### config.mk
export PLATFORM = sky130hd
export DESIGN_NAME = prog_loader
export DESIGN_NICKNAME = d
export VERILOG_FILES = /design/src/rtl/prog_loader_pkg.sv /design/src/rtl/prog_loader_addrctr.sv /design/src/rtl/prog_loader.sv
export SDC_FILE = /design/constraint.sdc
export NUM_CORES = 1
export LEC_CHECK = 0
export CAP_MARGIN = 20
export CORE_MARGIN = 2
export CORE_UTILIZATION = 30
export CTS_CLUSTER_DIAMETER = 30
export DETAILED_ROUTE_END_ITERATION = 10
export PLACE_DENSITY = 0.53
export SYNTH_ARGS = -nofsm -noshare
export SYNTH_HDL_FRONTEND = slang
export SYNTH_SLANG_ARGS = --single-unit
### constraint.sdc
create_clock -name clk -period 2.1 [get_ports clk]
set_input_delay 0.21 -clock clk [delete_from_list [all_inputs] [get_ports clk]]
set_output_delay 0.21 -clock clk [all_outputs]
set_load 0.02 [all_outputs]
### src/rtl/prog_loader_pkg.sv
// Shared definitions for the program-mode loader: FSM state encoding and
// default bus/MAR widths used by the loader, the bus and the MAR.
package prog_loader_pkg;

  localparam int ADDR_W_DEF = 4;
  localparam int DATA_W_DEF = 8;

  typedef enum logic [2:0] {
    IDLE    = 3'd0,
    WAIT    = 3'd1,
    SETADDR = 3'd2,
    WRITE   = 3'd3,
    VERIFY  = 3'd4,
    NEXT    = 3'd5
  } state_t;

endpackage

### src/rtl/prog_loader_addrctr.sv
// Load address counter: clears to zero, increments, and never wraps past
// DEPTH-1; last flags the final address.
module prog_loader_addrctr #(
  parameter int ADDR_W = 4,
  parameter int DEPTH  = 16
) (
  input  logic              clk,
  input  logic              clr,
  input  logic              zero,
  input  logic              inc,
  output logic [ADDR_W-1:0] cnt,
  output logic              last
);

  localparam logic [ADDR_W-1:0] LAST_ADDR = ADDR_W'(DEPTH - 1);

  assign last = (cnt == LAST_ADDR);

  always_ff @(posedge clk) begin
    if (!clr) begin
      cnt <= '0;
    end else if (zero) begin
      cnt <= '0;
    end else if (inc && !last) begin
      cnt <= cnt + 1'b1;
    end
  end

endmodule

### src/rtl/prog_loader.sv
// Program-mode loader: takes over bus/MAR/RAM writes while pmode is high and
// stores a valid/ready byte stream at addresses 0..DEPTH-1.
// Readback verify is compiled in with PROG_LOADER_READBACK_EN.
//
// Handshake: a byte transfers on a rising clk edge where in_valid and
// in_ready are both high; in_ready is registered and never depends on in_valid.
module prog_loader
  import prog_loader_pkg::*;
#(
  parameter int ADDR_W = ADDR_W_DEF,
  parameter int DATA_W = DATA_W_DEF,
  parameter int DEPTH  = 16
) (
  input  logic              clk,
  input  logic              clr,
  input  logic              pmode,
  input  logic [DATA_W-1:0] in_data,
  input  logic              in_valid,
  output logic              in_ready,
  input  logic [DATA_W-1:0] bus_in,
  output logic [DATA_W-1:0] bus_out,
  output logic              bus_oe,
  output logic              marwa,
  output logic              ramwa,
  output logic              ramoa,
  output logic [ADDR_W-1:0] addr,
  output logic              done,
  output logic              err,
  output logic [2:0]        state_dbg
);

  state_t            state;
  logic              pmode_q;
  logic [DATA_W-1:0] byte_q;
  logic              ramoa_q;
  logic              err_q;
  logic              last;
  logic              ctr_zero;
  logic              ctr_inc;

  // Counter controls follow the same pmode gating as the FSM so that a
  // dropped pmode freezes addr exactly where the load stopped.
  assign ctr_zero = (state == IDLE) && pmode && !pmode_q;
  assign ctr_inc  = (state == NEXT) && pmode && !last;

  prog_loader_addrctr #(
    .ADDR_W(ADDR_W),
    .DEPTH (DEPTH)
  ) u_addrctr (
    .clk (clk),
    .clr (clr),
    .zero(ctr_zero),
    .inc (ctr_inc),
    .cnt (addr),
    .last(last)
  );

  assign ramoa     = ramoa_q;
  assign err       = err_q;
  assign state_dbg = state;

`ifndef PROG_LOADER_READBACK_EN
  logic unused_bus_in;
  assign unused_bus_in = ^bus_in;
`endif

  // Outputs are registered with the values belonging to the state being entered.
  always_ff @(posedge clk) begin
    if (!clr) begin
      state    <= IDLE;
      pmode_q  <= 1'b0;
      byte_q   <= '0;
      in_ready <= 1'b0;
      bus_out  <= '0;
      bus_oe   <= 1'b0;
      marwa    <= 1'b0;
      ramwa    <= 1'b0;
      ramoa_q  <= 1'b0;
      done     <= 1'b0;
      err_q    <= 1'b0;
    end else begin
      pmode_q  <= pmode;
      in_ready <= 1'b0;
      bus_out  <= '0;
      bus_oe   <= 1'b0;
      marwa    <= 1'b0;
      ramwa    <= 1'b0;
      ramoa_q  <= 1'b0;
      if (!pmode) begin
        state <= IDLE;
      end else begin
        case (state)
          IDLE: begin
            if (!pmode_q) begin
              state    <= WAIT;
              in_ready <= 1'b1;
              done     <= 1'b0;
              err_q    <= 1'b0;
            end
          end
          WAIT: begin
            if (in_valid && in_ready) begin
              byte_q  <= in_data;
              state   <= SETADDR;
              bus_oe  <= 1'b1;
              bus_out <= DATA_W'(addr);
              marwa   <= 1'b1;
            end else begin
              in_ready <= 1'b1;
            end
          end
          SETADDR: begin
            state   <= WRITE;
            bus_oe  <= 1'b1;
            bus_out <= byte_q;
            ramwa   <= 1'b1;
          end
          WRITE: begin
`ifdef PROG_LOADER_READBACK_EN
            state   <= VERIFY;
            ramoa_q <= 1'b1;
`else
            state   <= NEXT;
`endif
          end
          VERIFY: begin
`ifdef PROG_LOADER_READBACK_EN
            if (bus_in != byte_q) begin
              err_q <= 1'b1;
            end
`endif
            state <= NEXT;
          end
          NEXT: begin
            if (last) begin
              done  <= 1'b1;
              state <= IDLE;
            end else begin
              state    <= WAIT;
              in_ready <= 1'b1;
            end
          end
          default: state <= IDLE;
        endcase
      end
    end
  end

endmodule

After elaboration in Yosys (flattened, before gate mapping)
Cells that the tools add are included.

storage, ports and cells
  register bits = 29
  output and inout bits = 22
  word-level logic and storage cells = 54

cells by class
  add/sub/neg operators = 1
  equality and inequality tests = 9
  muxes and demuxes = 16
  bitwise operators = 1
  reduce and logical (&&, ||, !) cells = 17

operator list
  kind                   count
  $pmux W8 S2            1
  $pmux W3 S5            1
  $mux W1                8
  $eq A3 B2 Y1 const B   2
  $eq A3 B3 Y1 const B   2
  $logic_and A1 B1 Y1    6
  $mux W3                2
  $reduce_and A3 Y1      2
  $add A4 B1 Y4 const B  1
  $eq A4 B4 Y1 const B   1
  $mux W4                1
  $ne A2 B2 Y1 const B   2
  $pmux W1 S2            2
  $reduce_and A2 Y1      2
  $reduce_and A4 Y1      1
  $reduce_or A2 Y1       2
  $eq A3 B1 Y1 const B   1
  $logic_not A3 Y1       1
  $pmux W1 S3            1
  $logic_not A1 Y1       2
  $ne A2 B1 Y1 const B   1
  $reduce_bool A2 Y1     1
  $not A1 Y1             1

Logic depth before layout (Yosys ltp)
Gate-level depths: netlist of run 1.

  word-level depth = 4
  mapped depth = 5
  mapped depth without buffers = 4

By module
A second synthesis of run 1 with hierarchy kept.

second synthesis, totals
  cells, all modules = 125
  area total of the unflattened synthesis = 1179.9 sq um

by module, submodules not included
  module               instances  cells each  area each (sq um)  sequential area each (sq um)
  prog_loader          1          103         982.2              500.5
  prog_loader_addrctr  1          22          197.7              80.1

Least setup slack after synthesis of run 1
No wires, ideal clock.

  path type = register to register
  from = register u_addrctr.cnt[0]
  to = register u_addrctr.cnt[0]
  setup time = 67 ps
  data arrival time = 1325 ps
  slack = 708 ps
  cell stages (with the launch flop) = 5
  period minus slack after synthesis = 1392 ps
  cells stage by stage = dfxtp_1 > ha_1 > and3_1 > or3_1 > a21oi_2

on the way
  longest elaborated chain between the ends = 4
  elaborated cells on any way between the ends = 5

RTL lines
  what                                                                   line                       source
  start, declared                                                        prog_loader_addrctr.sv:11  output logic [ADDR_W-1:0] cnt,
  start signal, assigned                                                 prog_loader_addrctr.sv:25  cnt <= cnt + 1'b1;
  parallel branches: the longest is 4 deep, another holds $add A4 B1 Y4  --

Several ways; the timed one is not identified.
A chain may end at the register's enable or synchronous reset.

Worst setup path in the final report of run 1
  from = register state[2], in the netlist state_dbg[2]
  to = output state_dbg[2]

RTL lines
  what                    line               source
  start, declared         prog_loader.sv:32  state_t state;
  start signal, assigned  prog_loader.sv:70  state <= IDLE;
  start signal, assigned  prog_loader.sv:90  state <= IDLE;
  start signal, assigned  prog_loader.sv:95  state <= WAIT;
  end, declared           prog_loader.sv:29  output logic [2:0] state_dbg

No word-level cell between the ends.

==> Implementation_results.wiki, run 1 <==
{| class="wikitable"
! Metric !! Value
|-
| Status || completed
|-
| Minimum setup slack among reg-to-reg paths || 510 ps
|-
| First-pass DRT Iterations || 4
|-
| Count of clock tree sinks || 29
|-
| Maximum clock rate || 0.541 GHz
|-
| Post-CTS Resized || 0
|-
| Horiz. Die Dim || 67.0 µm
|-
| Max-slew headroom at the worst pin || 62.7%
|-
| Proportion of register bits with asynchronous set or reset after synthesis || 0%
|-
| GRT met1 Usage || 16.9%
|-
| Worst vdd rail ir drop || 0.000413 V
|-
| Internal portion of total power || 0.000975 W
|-
| Ordered list of cells on the worst path || clkdlybuf4s50_1
|-
| Maximum number of pins on one net before global-route repair || 20
|-
| Delay contributed by the slowest stage of the critical path || 710 ps
|-
| DRC viols || 0
|-
| Clock transition time at the flip-flop clock pins of the worst setup and hold paths || 60 ps
|-
| Via density || 4.74
|-
| Crit path time final || 1850 ps
|-
| Total of fill cells in the finished design || 384
|-
| Max Clock Skew || 4.92 ps
|-
| Count of inserted antenna diode cells || 0
|-
| Most common cell after layout, fill and taps aside || clkdlybuf4s50_1
|-
| GR Util All Layers || 12.4%
|-
| Routed Wire Length || 2460 µm
|-
| Post-synth EDFFs || 0
|-
| RSZ-0062 raised after global routing || no
|-
| Final hold vios || 0
|-
| Setup-violating endpoint count in the final report || 0
|-
| Reported leakage power || 0.580 nW
|-
| Netlist area before placement || 0.00119 mm²
|-
| Logic depth of the worst path, buffers included || 1
|-
| Gate Count Post-Synth || 125
|-
| Post-CTS Hold Fix Bufs || 0
|-
| P per Cell Area || 740 mW/mm²
|-
| End of the worst register-to-register path || marwa$_SDFF_PN0_
|-
| CTS buffer count || 5
|-
| I/O pin total || 42
|-
| Buffers from clock root to sink, at most || 2
|-
| Routability cong. || 0.798
|-
| Library cells used by synthesis || 34
|-
| Port bufs || 31
|-
| Number of instances in the placed design || 199
|-
| Launch point of the worst path || state_dbg[2]$_SDFFE_PN0P_
|-
| Post-CTS setup buffer count || 0
|-
| Iteration-0 DRC Markers || 73
|-
| Max-cap violations || 0
|-
| Overflow left after global routing || 0
|-
| Global Route met2 Usage || 16.6%
|-
| Number of H-tree branching levels || 2
|-
| Number of standard cells in the final layout excluding fillers || 207
|-
| Top delay family on crit path || buffers and inverters
|-
| Number of antenna violations at the first check in global routing || 0
|-
| Final-layout setup total negative slack || 0 ps
|-
| Insertion delay to the later sink of the worst-skew pair || 280 ps
|-
| Die extent in y || 67.0 µm
|-
| Via count of the first global-routing pass || 853
|-
| Startpoint-to-endpoint class of the critical path || register to output port
|-
| Layout overhead on the synthesized area || 38.0%
|-
| Total number of placement rows || 22
|-
| Slew Viols, Final || 0
|-
| Comb power frac || 5.5%
|-
| Part of the total power dissipated in sequential elements || 46.0%
|-
| Net switching share of the total power || 19.7%
|-
| CP Capture Type || output port
|-
| Die footprint || 0.00449 mm²
|-
| Layout cells sized above 1 || 8.81%
|-
| Met3 Use GR || 5.07%
|-
| Synth warn || 0
|-
| Detailed placer's ending HPWL || 1760 µm
|-
| Path depth of the worst reg2reg path || 4
|-
| Data required time at the worst endpoint || 1890 ps
|-
| Reg2reg start || state_dbg[2]$_SDFFE_PN0P_
|-
| Clock Root Buffer || clkbuf_8
|-
| CP Max Fanout || 16
|-
| Path category of the worst min-delay check || register to register
|-
| Post-DRT Antenna Nets || 0
|-
| Core area || 0.00374 mm²
|-
| Signal arrival time at the worst endpoint || 1640 ps
|-
| Register bit count reported by yosys || 29
|-
| Number of buffers and inverters on the critical path || 1
|-
| Clk pwr share || 48.5%
|-
| Clock tree from TritonCTS || built
|-
| Top_reg_cell synth || dfxtp_1
|-
| Critical Path Start Type || register
|-
| GRT busiest layer || met1
|-
| Total net switching power || 0.000239 W
|-
| Routed vias || 982
|-
| Average wire per cell in the routed design || 11.9 µm
|-
| Critical path destination || state_dbg[2]
|-
| Fin crit share || 88.0%
|-
| Post-Syn Area per Cell || 9.52 µm²
|-
| Seq/Total Area, Yosys || 48.8%
|-
| Most used cells in the layout excluding fill and tap cells || clkdlybuf4s50_1 (31), dfxtp_1 (29), nand2_1 (20), mux2i_1 (8)
|-
| Starting Density || 31.8%
|-
| First-pass GRT wire length || 4080 µm
|-
| Total number of nets in the final design || 179
|-
| Cell with the largest stage delay on the worst path || clkdlybuf4s50_1
|-
| Slew at the pin with the worst max-slew slack || 553 ps
|}
[cells in the mapped netlist (2+ instances only)]
master	instances	share of area, %
nand3_1	5	2.1
buf_6	2	1.9
nand2_1	20	6.3
and2_1	5	2.6
mux2i_1	8	6.7
nor3_1	5	2.1
nand4b_1	2	1.5
buf_4	3	1.9
a21oi_1	5	2.1
a32oi_1	5	3.7
nand2b_1	2	1.1
o21ai_0	2	0.84
dfxtp_1	29	49
or3_1	2	1.1
nor2_1	6	1.9
clkbuf_1	3	0.95
and3_1	4	2.1
[worst min-delay path by stage]
stage                                       from                      to  slack [ps]  depth (start not counted)
after floorplan                       in_data[4]  byte_q[4]$_SDFFE_PN0P_         350                          2
after global placement    byte_q[4]$_SDFFE_PN0P_  byte_q[4]$_SDFFE_PN0P_         440                          2
after detailed placement  byte_q[4]$_SDFFE_PN0P_  byte_q[4]$_SDFFE_PN0P_         440                          2
after CTS                 byte_q[6]$_SDFFE_PN0P_  byte_q[6]$_SDFFE_PN0P_         460                          2
after global routing      byte_q[7]$_SDFFE_PN0P_  byte_q[7]$_SDFFE_PN0P_         480                          2
final                     byte_q[6]$_SDFFE_PN0P_  byte_q[6]$_SDFFE_PN0P_         450                          2
[layout make-up]
| cell class | instances | area, µm² | share of cell area, % |
|---|---|---|---|
| Clock inverter | 1 | 30.0 | 1.83 |
| Tap cell | 48 | 60.1 | 3.66 |
| Sequential cell | 29 | 581 | 35.4 |
| Inverter | 1 | 3.75 | 0.229 |
| Timing Repair Buffer | 34 | 333 | 20.3 |
| Multi-Input combinational cell | 87 | 548 | 33.4 |
| Clock buffer | 7 | 86.3 | 5.26 |
[power by group through the flow]
stage          Combinational [W]  Clock, W  Sequential (W)
2_1_floorplan          0.0000330         0        0.000574
3_3_place_gp           0.0000668         0        0.000570
3_5_place_dp           0.0000673         0        0.000571
4_1_cts                0.0000674  0.000602        0.000558
5_1_grt                0.0000734  0.000622        0.000559
6_report               0.0000671  0.000589        0.000558
[routing by layer]
layer,up-vias,part of all wire [%]
li1,501,-
met1,445,49
met2,31,43
met3,5,6.1
met4,0,2.0
met5,-,0
[worst reg2reg max path: cells and delay by family (launching register included)]
family                 cells  cell delay (ps)
DFF                        1              650
buffers and inverters      1              180
and+or+nand+nor            3              650
[state kept, by name, indices dropped and copies added (netlist names)]
signal and count:
bus_oe 1, bus_out 8, byte_q 8, done 1
in_ready 1, marwa 1, pmode_q 1, ramwa 1
state_dbg 3, u_addrctr.cnt 4
[cells by family (layout without fill, tap and decap cells)]
| kind of cell | after synthesis | count (layout) | synth area share, % |
|---|---|---|---|
| other cells | 1 | 2 | 0.315 |
| fa+ha+maj | 1 | 1 | 1.05 |
| flops | 29 | 29 | 48.8 |
| simple gates | 56 | 56 | 24.5 |
| xor+xnor | 1 | 1 | 0.736 |
| compound gates | 18 | 18 | 11.5 |
| mux | 9 | 9 | 7.68 |
| buf+inv | 10 | 43 | 5.47 |
[through the flow]
stage | setup slack (ps) | hold WS, ps | area, µm² | power, W | util, %
2_1_floorplan | 708 | 352 | 1190 | 0.000607 | -
3_3_place_gp | 471 | 440 | 1530 | 0.000637 | 40.7
3_5_place_dp | 458 | 443 | 1530 | 0.000638 | 40.7
4_1_cts | 252 | 457 | 1640 | 0.00123 | 43.9
5_1_grt | 194 | 480 | 1640 | 0.00125 | 43.9
6_report | 252 | 453 | 1640 | 0.00121 | 43.9
Power figures use the tool's default switching activity.
==> run 2, diff against run 1 <==
Settings changed: SETUP_SLACK_MARGIN set to 0.15.
==> results of run 2 <==
Same layout as run 1: the final DEF is identical, and so are final timing and power.
==> run 3, diff against run 2 <==
Settings changed: PLACE_DENSITY 0.53 to not set, SETUP_SLACK_MARGIN 0.15 to not set, SKIP_LAST_GASP set to 1.
==> run 3 against run 2 <==
Effect of this change:
- via count up 1.0%
- clock skew down 3.6 ps
- clock power down 27%
- maximum frequency up 7.6%
- worst hold slack better by 0.78 ps
- combinational power down 0.9%
- first-iteration DRC count down 75%
- design area down 1.6%
- wire length up 1.5%
- global-route usage up 0.76 points
==> Implementation_results.wiki, run 3 (same netlist as run 1, synthesis figures left out) <==
{| class="wikitable"
! Metric !! Value
|-
| Status || completed
|-
| Max Clock Skew || 1.35 ps (-3.58 ps)
|-
| Worst vdd rail ir drop || 0.000327 V (-21%)
|-
| Maximum number of pins on one net before global-route repair || 20 (unchanged)
|-
| Total number of placement rows || 22 (unchanged)
|-
| Delay contributed by the slowest stage of the critical path || 680 ps (-30 ps)
|-
| Total of fill cells in the finished design || 393 (+2.3%)
|-
| Max-slew headroom at the worst pin || 63.9% (+1.2 points)
|-
| Max-cap violations || 0 (unchanged)
|-
| Horiz. Die Dim || 67.0 µm (unchanged)
|-
| Number of buffers and inverters on the critical path || 1 (unchanged)
|-
| Layout overhead on the synthesized area || 35.8%
|-
| Part of the total power dissipated in sequential elements || 52.9% (+6.9 points)
|-
| Clock Root Buffer || clkbuf_8
|-
| Clock transition time at the flip-flop clock pins of the worst setup and hold paths || 60 ps (about the same)
|-
| Critical Path Start Type || register
|-
| Standard cell area after detailed placement || 0.00153 mm² (+0.49%)
|-
| CP Max Fanout || 13 (-3)
|-
| Post-CTS Hold Fix Bufs || 0 (unchanged)
|-
| Overflow left after global routing || 0 (unchanged)
|-
| Core area || 0.00374 mm² (unchanged)
|-
| Total chip power || 0.00106 W (-13%)
|-
| DRC viols || 0 (unchanged)
|-
| RSZ-0062 raised after global routing || no
|-
| Routed vias || 992 (+1.0%)
|-
| Post-CTS Resized || 0 (unchanged)
|-
| Crit path time final || 1720 ps (-130 ps)
|-
| Largest registers || bus_out (8), byte_q (8), u_addrctr.cnt (4)
|-
| Count of inserted antenna diode cells || 0 (unchanged)
|-
| Fin crit share || 81.8% (-6.2 points)
|-
| Maximum clock rate || 0.582 GHz (+7.6%)
|-
| Layout Cell Area excl Fill || 0.00162 mm² (-1.6%)
|-
| Number of H-tree branching levels || 2 (unchanged)
|-
| Path category of the worst min-delay check || register to register
|-
| Comb power frac || 6.3% (+0.8 points)
|-
| Top delay family on crit path || buffers and inverters
|-
| Reported leakage power || 0.572 nW (-1.4%)
|-
| CTS buffer count || 5 (unchanged)
|-
| Final hold vios || 0 (unchanged)
|-
| Post-DRT Antenna Nets || 0 (unchanged)
|-
| Clock tree from TritonCTS || built
|-
| GR Util All Layers || 13.2% (+0.76 points)
|-
| CP Capture Type || output port
|-
| Slew Viols, Final || 0 (unchanged)
|-
| Signal arrival time at the worst endpoint || 1510 ps (-130 ps)
|-
| Average wire per cell in the routed design || 12.0 µm (+1.0%)
|-
| Routed Wire Length || 2500 µm (+1.5%)
|-
| Final-layout setup total negative slack || 0 ps (unchanged)
|-
| Via count of the first global-routing pass || 954 (+12%)
|-
| Net switching share of the total power || 22.6% (+2.9 points)
|-
| Routability cong. || 0.736 (-7.8%)
|-
| Die footprint || 0.00449 mm² (unchanged)
|-
| Utilization after layout || 43.1% (-0.70 points)
|-
| Startpoint-to-endpoint class of the critical path || register to output port
|-
| Internal portion of total power || 0.000818 W (-16%)
|-
| First-pass GRT wire length || 4280 µm (+4.9%)
|-
| Total number of nets in the final design || 180 (+0.56%)
|-
| Layout cells sized above 1 || 9.38% (+0.57 points)
|-
| Most used cells in the layout excluding fill and tap cells || clkdlybuf4s50_1 (31), dfxtp_1 (29), nand2_1 (20), mux2i_1 (8), nor2_1 (6)
|-
| Starting Density || 31.8% (unchanged)
|-
| P per Cell Area || 654 mW/mm² (-12%)
|-
| Detailed placer's ending HPWL || 1900 µm (+8.0%)
|-
| Post-CTS setup buffer count || 0 (unchanged)
|-
| Iteration-0 DRC Markers || 18 (-75%)
|-
| Most common cell after layout, fill and taps aside || clkdlybuf4s50_1
|-
| Clk pwr share || 40.8% (-7.7 points)
|-
| Ordered list of cells on the worst path || clkdlybuf4s50_1
|-
| Insertion delay to the later sink of the worst-skew pair || 280 ps (about the same)
|-
| Area occupied by multi-input gates || 548 µm² (unchanged)
|-
| Count of clock tree sinks || 29 (unchanged)
|-
| First-pass DRT Iterations || 4 (unchanged)
|-
| FF+latch area || 581 µm² (unchanged)
|-
| Via density || 4.77 (+0.53%)
|-
| Port bufs || 31 (unchanged)
|-
| Die extent in y || 67.0 µm (unchanged)
|-
| Total net switching power || 0.000239 W (-0.23%)
|-
| Slew at the pin with the worst max-slew slack || 536 ps (-17.5 ps)
|-
| Buffers from clock root to sink, at most || 2 (unchanged)
|-
| Cell with the largest stage delay on the worst path || clkdlybuf4s50_1
|-
| Setup-violating endpoint count in the final report || 0 (unchanged)
|-
| Data required time at the worst endpoint || 1890 ps (about the same)
|-
| Number of antenna violations at the first check in global routing || 0 (unchanged)
|-
| I/O pin total || 42 (unchanged)
|}
run 3: cell types whose count changed in the layout (fill, tap and decap cells not counted), sizes merged:
cell,before,now
buf,3,4
clkbuf,7,6
bufinv,1,0
clkinv,0,2
run 3: power groups by stage:
stage          clock (W)  combinational, W  sequential (W)
2_1_floorplan          0         0.0000330        0.000574
3_3_place_gp           0         0.0000657        0.000571
3_5_place_dp           0         0.0000671        0.000571
4_1_cts         0.000442         0.0000673        0.000559
5_1_grt         0.000472         0.0000721        0.000559
6_report        0.000431         0.0000665        0.000559
run 3: metal layers:
metal / up-vias / GRT usage, % / part of all wire, %
met3: 7 / 3.72 / 3.9
met1: 461 / 14.3 / 42
met4: 0 / 9.18 / 3.1
li1: 507 / - / -
met5: - / 0 / 0
met2: 17 / 22.0 / 51
run 3: final cells by class:
cell class / count / area share, %
Clock buffer: 6 / 4.49
Clock inverter: 2 / 0.620
Inverter: 1 / 0.232
Multi-Input combinational cell: 87 / 33.9
Sequential cell: 29 / 35.9
Tap cell: 48 / 3.72
Timing Repair Buffer: 35 / 21.1
run 3: metrics by stage:
stage	hold WS, ps	worst slack [ps]	std cells
3_5_place_dp	442	452	200
2_1_floorplan	352	708	126
6_report	454	382	208
4_1_cts	457	361	208
3_3_place_gp	440	498	200
5_1_grt	482	296	208
run 3: worst paths after layout:
check | to | slack [ps] | startpoint | cells past startpoint
worst min-delay path | bus_out[4]$_SDFF_PN0_ | 450 | byte_q[4]$_SDFFE_PN0P_ | 1
worst max-delay path | state_dbg[1] | 380 | state_dbg[1]$_SDFFE_PN0P_ | 1
worst min register to register | bus_out[4]$_SDFF_PN0_ | 450 | byte_q[4]$_SDFFE_PN0P_ | 1
worst max register to register | byte_q[0]$_SDFFE_PN0P_ | 550 | state_dbg[0]$_SDFFE_PN0P_ | 5
